### src/rtl/cpu_pkg.sv
// Shared pipeline definitions: operand-select codes, register-index width and
// the shadow-stage record used by the forwarding/select logic.
package cpu_pkg;

   localparam int unsigned REG_AW   = 5;
   localparam int unsigned N_SHADOW = 4;

   // Shadow pipeline slot indices, youngest first.
   localparam int unsigned STG_EX  = 0;
   localparam int unsigned STG_MEM = 1;
   localparam int unsigned STG_WB  = 2;
   localparam int unsigned STG_RET = 3;

   // Operand-mux select encoding; values are fixed by the EX-stage mux wiring.
   typedef enum logic [1:0] {
      SEL_REG   = 2'b00,
      SEL_EXMEM = 2'b01,
      SEL_MEMWB = 2'b10,
      SEL_RET   = 2'b11
   } sel_e;

   typedef struct packed {
      logic              we;
      logic              is_load;
      logic [REG_AW-1:0] dst;
   } stage_t;

   localparam stage_t STAGE_BUBBLE = '{we: 1'b0, is_load: 1'b0, dst: '0};

   function automatic logic stage_hits(input stage_t st, input logic [REG_AW-1:0] src);
      return st.we && (st.dst == src);
   endfunction

endpackage

### src/rtl/fwd_cmp.sv
// Per-operand priority comparator: picks the youngest in-flight producer of
// i_src and returns the operand-mux select code it will need next cycle.
module fwd_cmp
   import cpu_pkg::*;
#(
   parameter logic [REG_AW-1:0] ZERO_REG = '0
) (
   input  logic [REG_AW-1:0] i_src,
   input  stage_t            i_ex,
   input  stage_t            i_mem,
   input  stage_t            i_wb,
   output logic [1:0]        o_sel
);

   // The producer one stage ahead now is one stage further along when the
   // consumer reaches EX, hence EX->EX/MEM, MEM->MEM/WB, WB->post-WB.
   always_comb begin
      o_sel = SEL_REG;
      if (i_src != ZERO_REG) begin
         if (stage_hits(i_ex, i_src)) begin
            o_sel = SEL_EXMEM;
         end else if (stage_hits(i_mem, i_src)) begin
            o_sel = SEL_MEMWB;
         end else if (stage_hits(i_wb, i_src)) begin
            o_sel = SEL_RET;
         end
      end
   end

endmodule

### src/rtl/fwd_sel_unit.sv
// Operand-select producer for the EX-stage operand muxes with load-use stall.
// Optional build macro FWD_STATS_EN adds stall_cnt / fwd_cnt statistics ports.
module fwd_sel_unit
   import cpu_pkg::*;
#(
   parameter int unsigned       REG_AW   = cpu_pkg::REG_AW,
   parameter logic [REG_AW-1:0] ZERO_REG = '0
) (
   input  logic              clk,
   input  logic              rst,
   input  logic              id_valid,
   input  logic [REG_AW-1:0] id_rs,
   input  logic [REG_AW-1:0] id_rt,
   input  logic              id_we,
   input  logic              id_is_load,
   input  logic [REG_AW-1:0] id_dst,
   input  logic              flush,
   output logic [1:0]        sel_a,
   output logic [1:0]        sel_b,
   output logic              stall
`ifdef FWD_STATS_EN
   ,
   output logic [31:0]       stall_cnt,
   output logic [31:0]       fwd_cnt
`endif
);

   stage_t     r_pipe [N_SHADOW];
   stage_t     w_id_entry;
   stage_t     w_ex_adv;
   logic [1:0] w_cmp_a;
   logic [1:0] w_cmp_b;
   logic [1:0] w_sel_a_nxt;
   logic [1:0] w_sel_b_nxt;
   logic [1:0] r_sel_a;
   logic [1:0] r_sel_b;
   logic       w_stall;
   logic       w_ex_match;
   logic       w_issue;

   assign w_ex_match = (r_pipe[STG_EX].dst == id_rs) || (r_pipe[STG_EX].dst == id_rt);

   assign w_stall = id_valid
                 && r_pipe[STG_EX].is_load
                 && r_pipe[STG_EX].we
                 && (r_pipe[STG_EX].dst != ZERO_REG)
                 && w_ex_match;

   assign w_issue = id_valid && !w_stall && !flush;

   always_comb begin
      w_id_entry = STAGE_BUBBLE;
      if (w_issue) begin
         w_id_entry.we      = id_we;
         w_id_entry.is_load = id_is_load;
         w_id_entry.dst     = id_dst;
      end
   end

   // A taken branch squashes the instruction already in EX as well as ID.
   assign w_ex_adv = flush ? STAGE_BUBBLE : r_pipe[STG_EX];

   fwd_cmp #(
      .ZERO_REG (ZERO_REG)
   ) u_cmp_a (
      .i_src (id_rs),
      .i_ex  (r_pipe[STG_EX]),
      .i_mem (r_pipe[STG_MEM]),
      .i_wb  (r_pipe[STG_WB]),
      .o_sel (w_cmp_a)
   );

   fwd_cmp #(
      .ZERO_REG (ZERO_REG)
   ) u_cmp_b (
      .i_src (id_rt),
      .i_ex  (r_pipe[STG_EX]),
      .i_mem (r_pipe[STG_MEM]),
      .i_wb  (r_pipe[STG_WB]),
      .o_sel (w_cmp_b)
   );

   assign w_sel_a_nxt = w_issue ? w_cmp_a : SEL_REG;
   assign w_sel_b_nxt = w_issue ? w_cmp_b : SEL_REG;

   always_ff @(posedge clk or posedge rst) begin
      if (rst) begin
         for (int unsigned i = 0; i < N_SHADOW; i++) begin
            r_pipe[i] <= STAGE_BUBBLE;
         end
         r_sel_a <= SEL_REG;
         r_sel_b <= SEL_REG;
      end else begin
         r_pipe[STG_EX]  <= w_id_entry;
         r_pipe[STG_MEM] <= w_ex_adv;
         r_pipe[STG_WB]  <= r_pipe[STG_MEM];
         r_pipe[STG_RET] <= r_pipe[STG_WB];
         r_sel_a         <= w_sel_a_nxt;
         r_sel_b         <= w_sel_b_nxt;
      end
   end

   assign sel_a = r_sel_a;
   assign sel_b = r_sel_b;
   assign stall = w_stall;

`ifdef FWD_STATS_EN
   logic [31:0] r_stall_cnt;
   logic [31:0] r_fwd_cnt;
   logic [31:0] w_fwd_inc;

   assign w_fwd_inc = 32'(w_sel_a_nxt != SEL_REG) + 32'(w_sel_b_nxt != SEL_REG);

   always_ff @(posedge clk or posedge rst) begin
      if (rst) begin
         r_stall_cnt <= '0;
         r_fwd_cnt   <= '0;
      end else begin
         r_stall_cnt <= r_stall_cnt + 32'(w_stall);
         r_fwd_cnt   <= r_fwd_cnt + w_fwd_inc;
      end
   end

   assign stall_cnt = r_stall_cnt;
   assign fwd_cnt   = r_fwd_cnt;
`endif

endmodule

### config.mk
export PLATFORM = sky130hd
export DESIGN_NAME = fwd_sel_unit
export DESIGN_NICKNAME = d
export VERILOG_FILES = /design/src/rtl/cpu_pkg.sv /design/src/rtl/fwd_cmp.sv /design/src/rtl/fwd_sel_unit.sv
export SDC_FILE = /design/constraint.sdc
export NUM_CORES = 1
export LEC_CHECK = 0
export CORE_UTILIZATION = 44
export CTS_CLUSTER_DIAMETER = 120
export DETAILED_ROUTE_END_ITERATION = 8
export HOLD_SLACK_MARGIN = 0.12
export PLACE_DENSITY = 0.83
export RECOVER_POWER = 100
export SYNTH_ARGS = -nofsm -noshare
export SYNTH_HDL_FRONTEND = slang
export SYNTH_SLANG_ARGS = --single-unit
### constraint.sdc
create_clock -name clk -period 1.8 [get_ports clk]
set_clock_uncertainty 0.15 [all_clocks]
set_input_delay 0.36 -clock clk [delete_from_list [all_inputs] [get_ports clk]]
set_output_delay 0.36 -clock clk [all_outputs]
set_load 0.02 [all_outputs]
==> results of run 1 <==
cell families (layout without fill, tap and decap cells):
logic type                Yosys count  after routing  share of synthesized area
and+or+nand+nor                    36             36                      0.226
xor gates and xnor gates           30             30                      0.221
DFF                                23             23                      0.484
AOI/OAI and AO/OA                   8              8                     0.0536
buffers and inverters               3             59                     0.0158
metal layers:
layer | vias up | GRT usage | part of all wire
met1 | 485 | 0.276 | 0.40
met2 | 35 | 0.428 | 0.53
met4 | 0 | 0.0940 | 0.020
met5 | - | 0 | 0
met3 | 10 | 0.0339 | 0.051
li1 | 461 | - | -
through the flow:
stage          hold WS [ns]  setup WS [ns]  instance area [µm²]  cells
2_1_floorplan         0.212        -0.0362                 1190    100
3_3_place_gp          0.267         -0.830                 1630    176
3_5_place_dp          0.270         -0.910                 1630    176
4_1_cts               0.225         -0.455                 1730    183
5_1_grt               0.312         -0.544                 1780    186
6_report              0.297         -0.507                 1780    186
critical path: cells and delay by family:
kind,cells,cell delay [ns]
AO/OA/AOI/OAI,1,0.23
AND/OR/NAND/NOR,2,0.45
buffers and inverters,2,0.59
XOR/XNOR,1,0.17
what timing repair did:
item                                    4_1_cts  5_1_grt
gates resized for setup                      13       14
pin swaps                                     2       12
endpoints found under the setup margin       12       14
buffers inserted                              3        3
cloned                                        0        1
hold endpoints to repair                      0        0
Yosys cell counts (all sizes together), types with 3 or more instances:
| cell type | instances | share of area |
|---|---|---|
| xor2 | 22 | 0.16 |
| nor3b | 7 | 0.074 |
| dfrtp | 23 | 0.48 |
| nor3 | 4 | 0.025 |
| xnor2 | 8 | 0.059 |
| nor2 | 3 | 0.0095 |
| nand3 | 4 | 0.017 |
| nor2b | 6 | 0.032 |
| nor4 | 6 | 0.032 |
| or4 | 3 | 0.022 |
cell type report:
class	count	share of cell area
Timing Repair Buffer	53	0.255
Tap cell	30	0.0211
Sequential cell	23	0.326
Clock buffer	4	0.0148
Inverter	2	0.00422
Multi-Input combinational cell	74	0.379
worst min-delay path by stage:
stage                 endpoint  slack (ns)
floorplan           r_pipe[10]        0.21
global placement     r_pipe[9]        0.27
detailed placement  r_pipe[10]        0.27
CTS                 r_pipe[27]        0.23
global route        r_pipe[10]        0.31
finish              r_pipe[10]        0.30
flip-flops by register name, summed over array words and instances (netlist names):
| register | flops |
|---|---|
| r_pipe | 19 |
| sel_a | 2 |
| sel_b | 2 |
power by group through the flow:
stage          clock network (W)  logic [W]  registers (W)
2_1_floorplan                  0  0.0000734       0.000550
3_3_place_gp                   0   0.000176       0.000553
3_5_place_dp                   0   0.000181       0.000554
4_1_cts                 0.000240   0.000194       0.000544
5_1_grt                 0.000259   0.000215       0.000547
6_report                0.000235   0.000202       0.000545
==> summary.md, run 1 <==
| Metric | Value |
|---|---|
| Share of synthesized registers carrying an async set or reset | 1.00 |
| Multi-input logic area | between 600 and 700 µm² |
| Crit. End Element | primary output |
| Mean Syn Cell Area | 11.9 µm² |
| Final Slew Violations | 0 |
| Top FF cell, synth | dfrtp_1 |
| DR iter-0 viols | 14 |
| Worst hold path depth | 0 |
| Post-synthesis register bit count | 23 |
| Power per cell area | 552 nW/µm² |
| WS Path Type | input port to primary output |
| Post-Syn Instances | 100 |
| Clock power share | 0.239 |
| Synthesized area | 1190 µm² |
| Die W | 54 µm |
| Port bufs | 25 |
| Layout cells sized above 1 | 0.333 |
| Reg2reg start | r_pipe[25] |
| Worst-path clk slew | 0.12 ns |
| Hold_sp | r_pipe[17] |
| Layout Nets | 178 |
| Hold Path Class | register to register |
| Fill count | 195 |
| Placer congestion estimate | 0.903 |
| # clock sinks | 23 |
| Post-synthesis sequential area ratio | 0.484 |
| Die area | 2920 µm² |
| Syn-to-layout area delta | 49.5% |
| Synthesis warning total | 0 |
| Outcome | finished with violations |
| Storage cell area | 579 µm² |
| Leak Pwr | 0.776 nW |
| Pint | between 0.0007 and 0.0008 W |
| Routed WL | 3.26 mm |
| Critical Path Max Stage Delay | 0.45 ns |
| Combinational power share | 0.205 |
| Unrepaired setup endpoints after global routing | true |
| Peak VDD IR | 0.459 mV |
| Number of buffers created by CTS | 3 |
| Skew-Pair Late Insertion Delay | approximately 0.31 ns |
| Vias in the first global route | 1039 |
| # diodes | 0 |
| Max Clock Freq | about 430 MHz |
| Via count | 991 |
| Power Total | 0.000982 W |
| Setup TNS | -2.44 ns |
| Slew headroom | 0.623 |
| # rows | 18 |
| CP max stage cell | clkdlybuf4s50_1 |
| GRT Total Usage | 0.236 |
| Final ANT Viol Nets | 0 |
| CP startpoint kind | input port |
| Worst path arrival time | 1.80 ns |
| Initial antenna violation count | 0 |
| Crit path cell chain | clkdlybuf4s50_1, xor2_1, nor3_2, nand3_1, a21oi_4, buf_6 |
| FF-to-FF path depth | 6 |
| Unique cell type count in the Yosys netlist | 21 |
| Max Cap Viol | 0 |
| Final min period | 2.31 ns |
| Reg2Reg Setup Slack | -0.28 ns |
| Drt drc | 0 |
| Most common cell after layout, fill and taps aside | buf_4 |
| Worst-margin pin slew | 0.565 ns |
| Initial core utilization | 0.472 |
| Crit-path max FO | 2 |
| Reg power frac | 0.555 |
| H-tree levels | 1 |
| Largest net degree at the start of global routing | 24 |
| I/O pin total | 26 |
| Core Area | 2520 µm² |
| Root Driver | clkbuf_4 |
| Crit path launch | id_rt[3] |
| Final core occ | 0.705 |
| Tcrit/Tclk final | 1.28 |
| Net Count, Synth | around 120 |
| Final hold viol count | 0 |
| First-pass GRT wire length | approximately 4.7 mm |
| Most frequent cells in the layout | buf_4, xor2_1, clkdlybuf4s50_1, dfrtp_1, xnor2_1 |
| Hold-fix buffers at CTS | 0 |
| Psw | 0.000254 W |
| Wire length per cell | around 18 µm |
| Longest Clk Path Bufs | 2 |
| Sw Ratio | 0.258 |
| CTS tree | yes |
| Final worst slack | -0.507 ns |
| Pre-antenna DRT Iters | 4 |
| DR vias/cell | 5.33 |
| # setup viols final | 12 |
| Die Y | 54 µm |
| CP Capture Point | stall |
| Reg2reg end | sel_a[1] |
| Failing checks | negative setup slack |
| Number of flops mapped to enable cells by yosys | 0 |
| Grt ovf | 0 |
| Worst Path Required | 1.29 ns |
| Dpl hpwl | 2.14 mm |
Power figures use the tool's default switching activity.
==> run 2, diff against run 1 <==
- SKIP_CTS_REPAIR_TIMING: not set -> 1
- SLEW_MARGIN: not set -> 25
==> run 2 against run 1 <==
Effect of this change:
- the run still ends with negative setup slack left
- clock-buffer cell count stayed put
- global-route usage is 1.8 points lower
- routed wire length is 10% lower
- largest power group unchanged
==> summary.md, run 2 (same netlist as run 1, synthesis figures left out) <==
| Metric | Value |
|---|---|
| Initial antenna violation count | 0 (unchanged) |
| Placer congestion estimate | 0.903 (unchanged) |
| Peak VDD IR | 0.433 mV (-5.5%) |
| Hold_sp | r_pipe[17] |
| Placed cells | 176 (unchanged) |
| Sw Ratio | 0.252 (-0.00682) |
| # rows | 18 (unchanged) |
| Drt drc | 0 (unchanged) |
| H-tree levels | 1 (unchanged) |
| Leak Pwr | 0.753 nW (-3.0%) |
| Die W | 54 µm (unchanged) |
| Top layer used by detailed routing | met4 |
| Slew headroom | 0.624 (+0.00106) |
| Final ANT Viol Nets | 0 (unchanged) |
| Crit-path max FO | 4 (+2) |
| GRT Total Usage | 0.218 (-0.0178) |
| Failing checks | negative setup slack |
| Psw | 0.000244 W (-4.0%) |
| WL met2 | 1.50 mm (-14%) |
| Power per cell area | 569 nW/µm² (+3.0%) |
| Pre-antenna DRT Iters | 4 (unchanged) |
| Multi-input logic area | 639 µm² (-5.2%) |
| Vias in the first global route | 1007 (-3.1%) |
| DR iter-0 viols | 31 (+17) |
| Grt ovf | 0 (unchanged) |
| Max FFs per register | 19 (unchanged) |
| Top reg by flops | r_pipe |
| Max Clock Freq | 443 MHz (+2.2%) |
| Longest Clk Path Bufs | 2 (unchanged) |
| WS Path Type | register to primary output |
| Core Area | 2520 µm² (unchanged) |
| Port bufs | 25 (unchanged) |
| Reg2reg start | r_pipe[25] |
| CP startpoint kind | register |
| Root Driver | clkbuf_4 |
| Syn-to-layout area delta | 43.1% |
| Hold Path Class | register to register |
| Tcrit/Tclk final | 1.25 (-0.0270) |
| CTS tree | yes |
| Worst Path Required | 1.29 ns (about the same) |
| Final min period | 2.26 ns (-0.0486 ns) |
| Max Cap Viol | 0 (unchanged) |
| Initial core utilization | 0.472 (unchanged) |
| Outcome | finished with violations |
| Skew-Pair Late Insertion Delay | 0.31 ns (about the same) |
| Most frequent cells in the layout | xor2_1, buf_4, clkdlybuf4s50_1, dfrtp_1, xnor2_1 |
| Reg power frac | 0.563 (+0.008) |
| First-pass GRT wire length | 4.33 mm (-7.1%) |
| Pint | 0.000725 W (-0.49%) |
| Combinational power share | 0.197 (-0.008) |
| Final worst slack | -0.458 ns (+0.0486 ns) |
| Clock power share | 0.240 (about the same) |
| Unrepaired setup endpoints after global routing | true |
| Number of buffers created by CTS | 3 (unchanged) |
| I/O pin total | 26 (unchanged) |
| Final Slew Violations | 0 (unchanged) |
| Layout cells sized above 1 | 0.303 (-0.0307) |
| # clock sinks | 23 (unchanged) |
| Non-filler instance count after layout | 182 (-2.2%) |
| Dpl hpwl | 2.14 mm (unchanged) |
| Largest net degree at the start of global routing | 24 (unchanged) |
| DR vias/cell | 5.40 (+1.4%) |
| M1 WL | 1.19 mm (-7.6%) |
| Metal3 WL | 185 µm (+11%) |
| # diodes | 0 (unchanged) |
| Via count | 983 (-0.81%) |
| Worst path arrival time | 1.75 ns (-0.05 ns) |
| Worst-path clk slew | 0.12 ns (about the same) |
| Die Y | 54 µm (unchanged) |
| Worst-margin pin slew | 0.564 ns (-0.00158 ns) |
| Crit path launch | r_pipe[25] |
| Die area | 2920 µm² (unchanged) |
| Fill count | 208 (+6.7%) |
| Crit. End Element | primary output |
| Hold WS | 0.294 ns (-0.00371 ns) |
| Final hold viol count | 0 (unchanged) |
| Routed WL | 2.93 mm (-10%) |
| # setup viols final | 12 (unchanged) |
| Storage cell area | 579 µm² (unchanged) |
| Layout Nets | 174 (-2.2%) |
| Final core occ | 0.675 (-0.0303) |
| Wire length per cell | 16.1 µm (-8.4%) |
==> run 2: cell count changes in the layout (fill, tap and decap cells not counted) <==
cell / before / now
nor4_1: 2 / 3
buf_8: 1 / 0
nor3_2: 2 / 3
nor4_4: 2 / 1
buf_4: 24 / 22
a2bb2oi_1: 1 / 2
a21oi_2: 0 / 1
a21oi_4: 1 / 0
nor3_4: 1 / 0
buf_6: 2 / 1
a2bb2oi_2: 1 / 0
==> run 2: final cells by class <==
type                            count  area share
Tap cell                           30      0.0220
Clock buffer                        4      0.0154
Multi-Input combinational cell     74       0.375
Inverter                            2     0.00441
Sequential cell                    23       0.340
Timing Repair Buffer               49       0.242
==> run 2: worst paths after layout <==
kind	end	depth (start not counted)	slack, ns
worst min register to register	r_pipe[10]	0	0.29
min in group asynchronous	r_pipe[9]	3	0.46
worst max register to register	sel_b[1]	5	-0.22
max in group asynchronous	r_pipe[24]	3	0.64
worst min-delay path	r_pipe[10]	0	0.29
worst max-delay path	stall	4	-0.46
==> run 2: power groups by stage <==
stage	Clock (W)	Combinational, W	Sequential [W]
after global placement	0	0.000176	0.000553
final	0.000232	0.000191	0.000545
after floorplan	0	0.0000734	0.000550
after detailed placement	0	0.000181	0.000554
after CTS	0.000240	0.000183	0.000544
after global routing	0.000259	0.000204	0.000547
==> run 2: through the flow <==
| stage | worst slack, ns | cell area, µm² | power (W) | TNS (ns) |
|---|---|---|---|---|
| 3_5_place_dp | -0.910 | 1630 | 0.000735 | -5.19 |
| 4_1_cts | -0.927 | 1660 | 0.000968 | -2.39 |
| 5_1_grt | -0.500 | 1700 | 0.00101 | -2.59 |
| 6_report | -0.458 | 1700 | 0.000968 | -1.96 |
| 2_1_floorplan | -0.0362 | 1190 | 0.000624 | -0.0362 |
| 3_3_place_gp | -0.830 | 1630 | 0.000729 | -4.28 |
==> run 2: worst max-delay path, stage by stage, from the launching register on <==
cell and delay, ns:
dfrtp_2 0.47, or4_4 0.53, o2111ai_4 0.22, a21oi_2 0.08
buf_6 0.14
==> run 2: metal layers <==
metal / up-vias / track usage
met1: 482 / 0.257
met2: 42 / 0.389
met5: - / 0
li1: 452 / -
met3: 7 / 0.0339
met4: 0 / 0.0940
==> run 3, diff against run 2 <==
- PLACE_DENSITY: 0.83 -> 0.84
==> run 3 against run 2 <==
Effect of this change:
- the flow still finishes with violations (negative setup slack)
- register-to-register slack got worse by 0.10 ns
- fmax increased by 0.14%
- global-route usage decreased by 0.69 points
- combinational power about the same
- first-iteration DRC count decreased by 65%
- die area unchanged
- largest cell class unchanged
- sequential share of layout area decreased by 1.4 points
- power decreased by 0.91%
- routed wire length decreased by 0.41%
- clock-buffer cell count unchanged
==> summary.md, run 3 (same netlist as run 1, synthesis figures left out) <==
| Metric | Value |
|---|---|
| Hold Path Class | register to register |
| Final hold viol count | 0 (unchanged) |
| Vias in the first global route | 980 (-2.7%) |
| CP Capture Point | stall |
| H-tree levels | 1 (unchanged) |
| Syn-to-layout area delta | 48.8% |
| # setup viols final | 12 (unchanged) |
| Worst-margin pin slew | 0.550 ns (-0.0140 ns) |
| Drt drc | 0 (unchanged) |
| Power per cell area | 542 nW/µm² (-4.7%) |
| Initial antenna violation count | 0 (unchanged) |
| Crit path cell chain | or4_4, o2111ai_4, a21oi_4, buf_6 |
| First-pass GRT wire length | 4.15 mm (-4.0%) |
| Final ANT Viol Nets | 0 (unchanged) |
| DR iter-0 viols | 11 (-65%) |
| Grt ovf | 0 (unchanged) |
| Failing checks | negative setup slack |
| Layout Nets | 175 (+0.57%) |
| Most frequent cells in the layout | xor2_1, clkdlybuf4s50_1, dfrtp_1, buf_4, xnor2_1 |
| CP startpoint kind | register |
| Final core occ | 0.702 (+0.0268) |
| Crit path buf inv count | 1 (unchanged) |
| Die area | 2920 µm² (unchanged) |
| Root Driver | clkbuf_4 |
| Tcrit/Tclk final | 1.25 (-0.00170) |
| Placed cells | 175 (-0.57%) |
| Reg2reg end | sel_b[1] |
| Port bufs | 25 (unchanged) |
| Max Cap Viol | 0 (unchanged) |
| Crit. End Element | primary output |
| Dpl hpwl | 2.13 mm (-0.28%) |
| Die W | 54 µm (unchanged) |
| Most common cell after layout, fill and taps aside | xor2_1 |
| # diodes | 0 (unchanged) |
| GRT Total Usage | 0.211 (-0.00691) |
| I/O pin total | 26 (unchanged) |
| DR vias/cell | 5.31 (-1.8%) |
| Core Area | 2520 µm² (unchanged) |
| Fill count | 186 (-11%) |
| Initial core utilization | 0.472 (unchanged) |
| WS Path Type | register to primary output |
| Leak Pwr | 0.768 nW (+2.0%) |
| Largest net degree at the start of global routing | 24 (unchanged) |
| Crit-path max FO | 3 (-1) |
| Multi-input logic area | 657 µm² (+2.7%) |
| Pre-antenna DRT Iters | 4 (unchanged) |
| Worst-path clk slew | 0.12 ns (about the same) |
| Longest Clk Path Bufs | 2 (unchanged) |
| Final worst slack | -0.455 ns (+0.00306 ns) |
| Worst Path Required | 1.29 ns (about the same) |
| Cell count along the critical path | 4 (unchanged) |
| Via count | 971 (-1.2%) |
| Skew-Pair Late Insertion Delay | 0.30 ns (about the same) |
| Critical Path Max Stage Delay | 0.55 ns (+0.02 ns) |
| Die Y | 54 µm (unchanged) |
| Reg2reg start | r_pipe[25] |
| Number of buffers created by CTS | 3 (unchanged) |
| Crit path launch | r_pipe[25] |
| FF-to-FF path depth | 6 (+1) |
| Wire length per cell | 15.9 µm (-0.95%) |
| CP max stage cell | or4_4 |
| Unrepaired setup endpoints after global routing | true |
| Outcome | finished with violations |
| CTS tree | yes |
| Final min period | 2.26 ns (-0.00306 ns) |
| Worst path arrival time | 1.75 ns (about the same) |
| Final Slew Violations | 0 (unchanged) |
| Slew headroom | 0.633 (+0.00932) |
| Top reg by flops | r_pipe |
| Max Clock Freq | 443 MHz (+0.14%) |
| Layout cells sized above 1 | 0.288 (-0.0150) |
| Non-filler instance count after layout | 183 (+0.55%) |
| # clock sinks | 23 (unchanged) |
| Max FFs per register | 19 (unchanged) |
| Top cell family by delay on the critical path | simple AND/OR/NAND/NOR gates |
| Routed WL | 2.91 mm (-0.41%) |
| # rows | 18 (unchanged) |
| Reg2Reg Setup Slack | -0.32 ns (-0.10 ns) |
| Placer congestion estimate | 0.946 (+4.8%) |
| Peak VDD IR | 0.517 mV (+19%) |
| Storage cell area | 578 µm² (-0.22%) |
[run 3: area by class of cell]
type | instances | area share
tap | 30 | 0.0212
clock buffer | 4 | 0.0148
multi-input combinational | 74 | 0.371
timing repair buffer | 50 | 0.262
inverter | 2 | 0.00424
sequential | 23 | 0.327
[run 3: worst min-delay path by stage]
| stage | startpoint | end | slack (ns) | depth (start not counted) |
|---|---|---|---|---|
| CTS | rst | r_pipe[23] | 0.23 | 3 |
| finish | r_pipe[17] | r_pipe[10] | 0.30 | 0 |
| detailed placement | r_pipe[17] | r_pipe[10] | 0.27 | 0 |
| floorplan | rst | r_pipe[10] | 0.21 | 1 |
| global placement | r_pipe[16] | r_pipe[9] | 0.27 | 0 |
| global route | r_pipe[16] | r_pipe[9] | 0.31 | 0 |
[run 3: metal layers]
metal	part of all wire	track usage
met5	0	0
met4	0.024	0.0940
met3	0.044	0.0339
met2	0.53	0.372
met1	0.40	0.250
[run 3: worst register-to-register path, cell delays in order, from the launching register on]
cell and delay (ns):
dfrtp_2 0.45, or4_4 0.55, o2111ai_4 0.25, a21oi_4 0.06, buf_4 0.16, buf_8 0.14
nor4_4 0.26
[run 3: where the power goes]
group	switching, W	total (W)	internal, W
clock	0.000139	0.000225	0.0000862
combinational	0.0000802	0.000190	0.000109
sequential	0.0000152	0.000545	0.000530
total	0.000234	0.000959	0.000725
[run 3: through the flow]
step                      cell area, µm²  setup TNS, ns  hold slack (ns)  setup slack (ns)  total power, W
after global routing                1770          -3.48            0.313            -0.506         0.00100
final                               1770          -2.80            0.295            -0.455        0.000959
after CTS                           1650          -2.48            0.234            -0.880        0.000957
after global placement              1620          -4.18            0.267            -0.828        0.000728
after floorplan                     1190        -0.0362            0.212           -0.0362        0.000624
after detailed placement            1620          -4.51            0.269            -0.834        0.000734
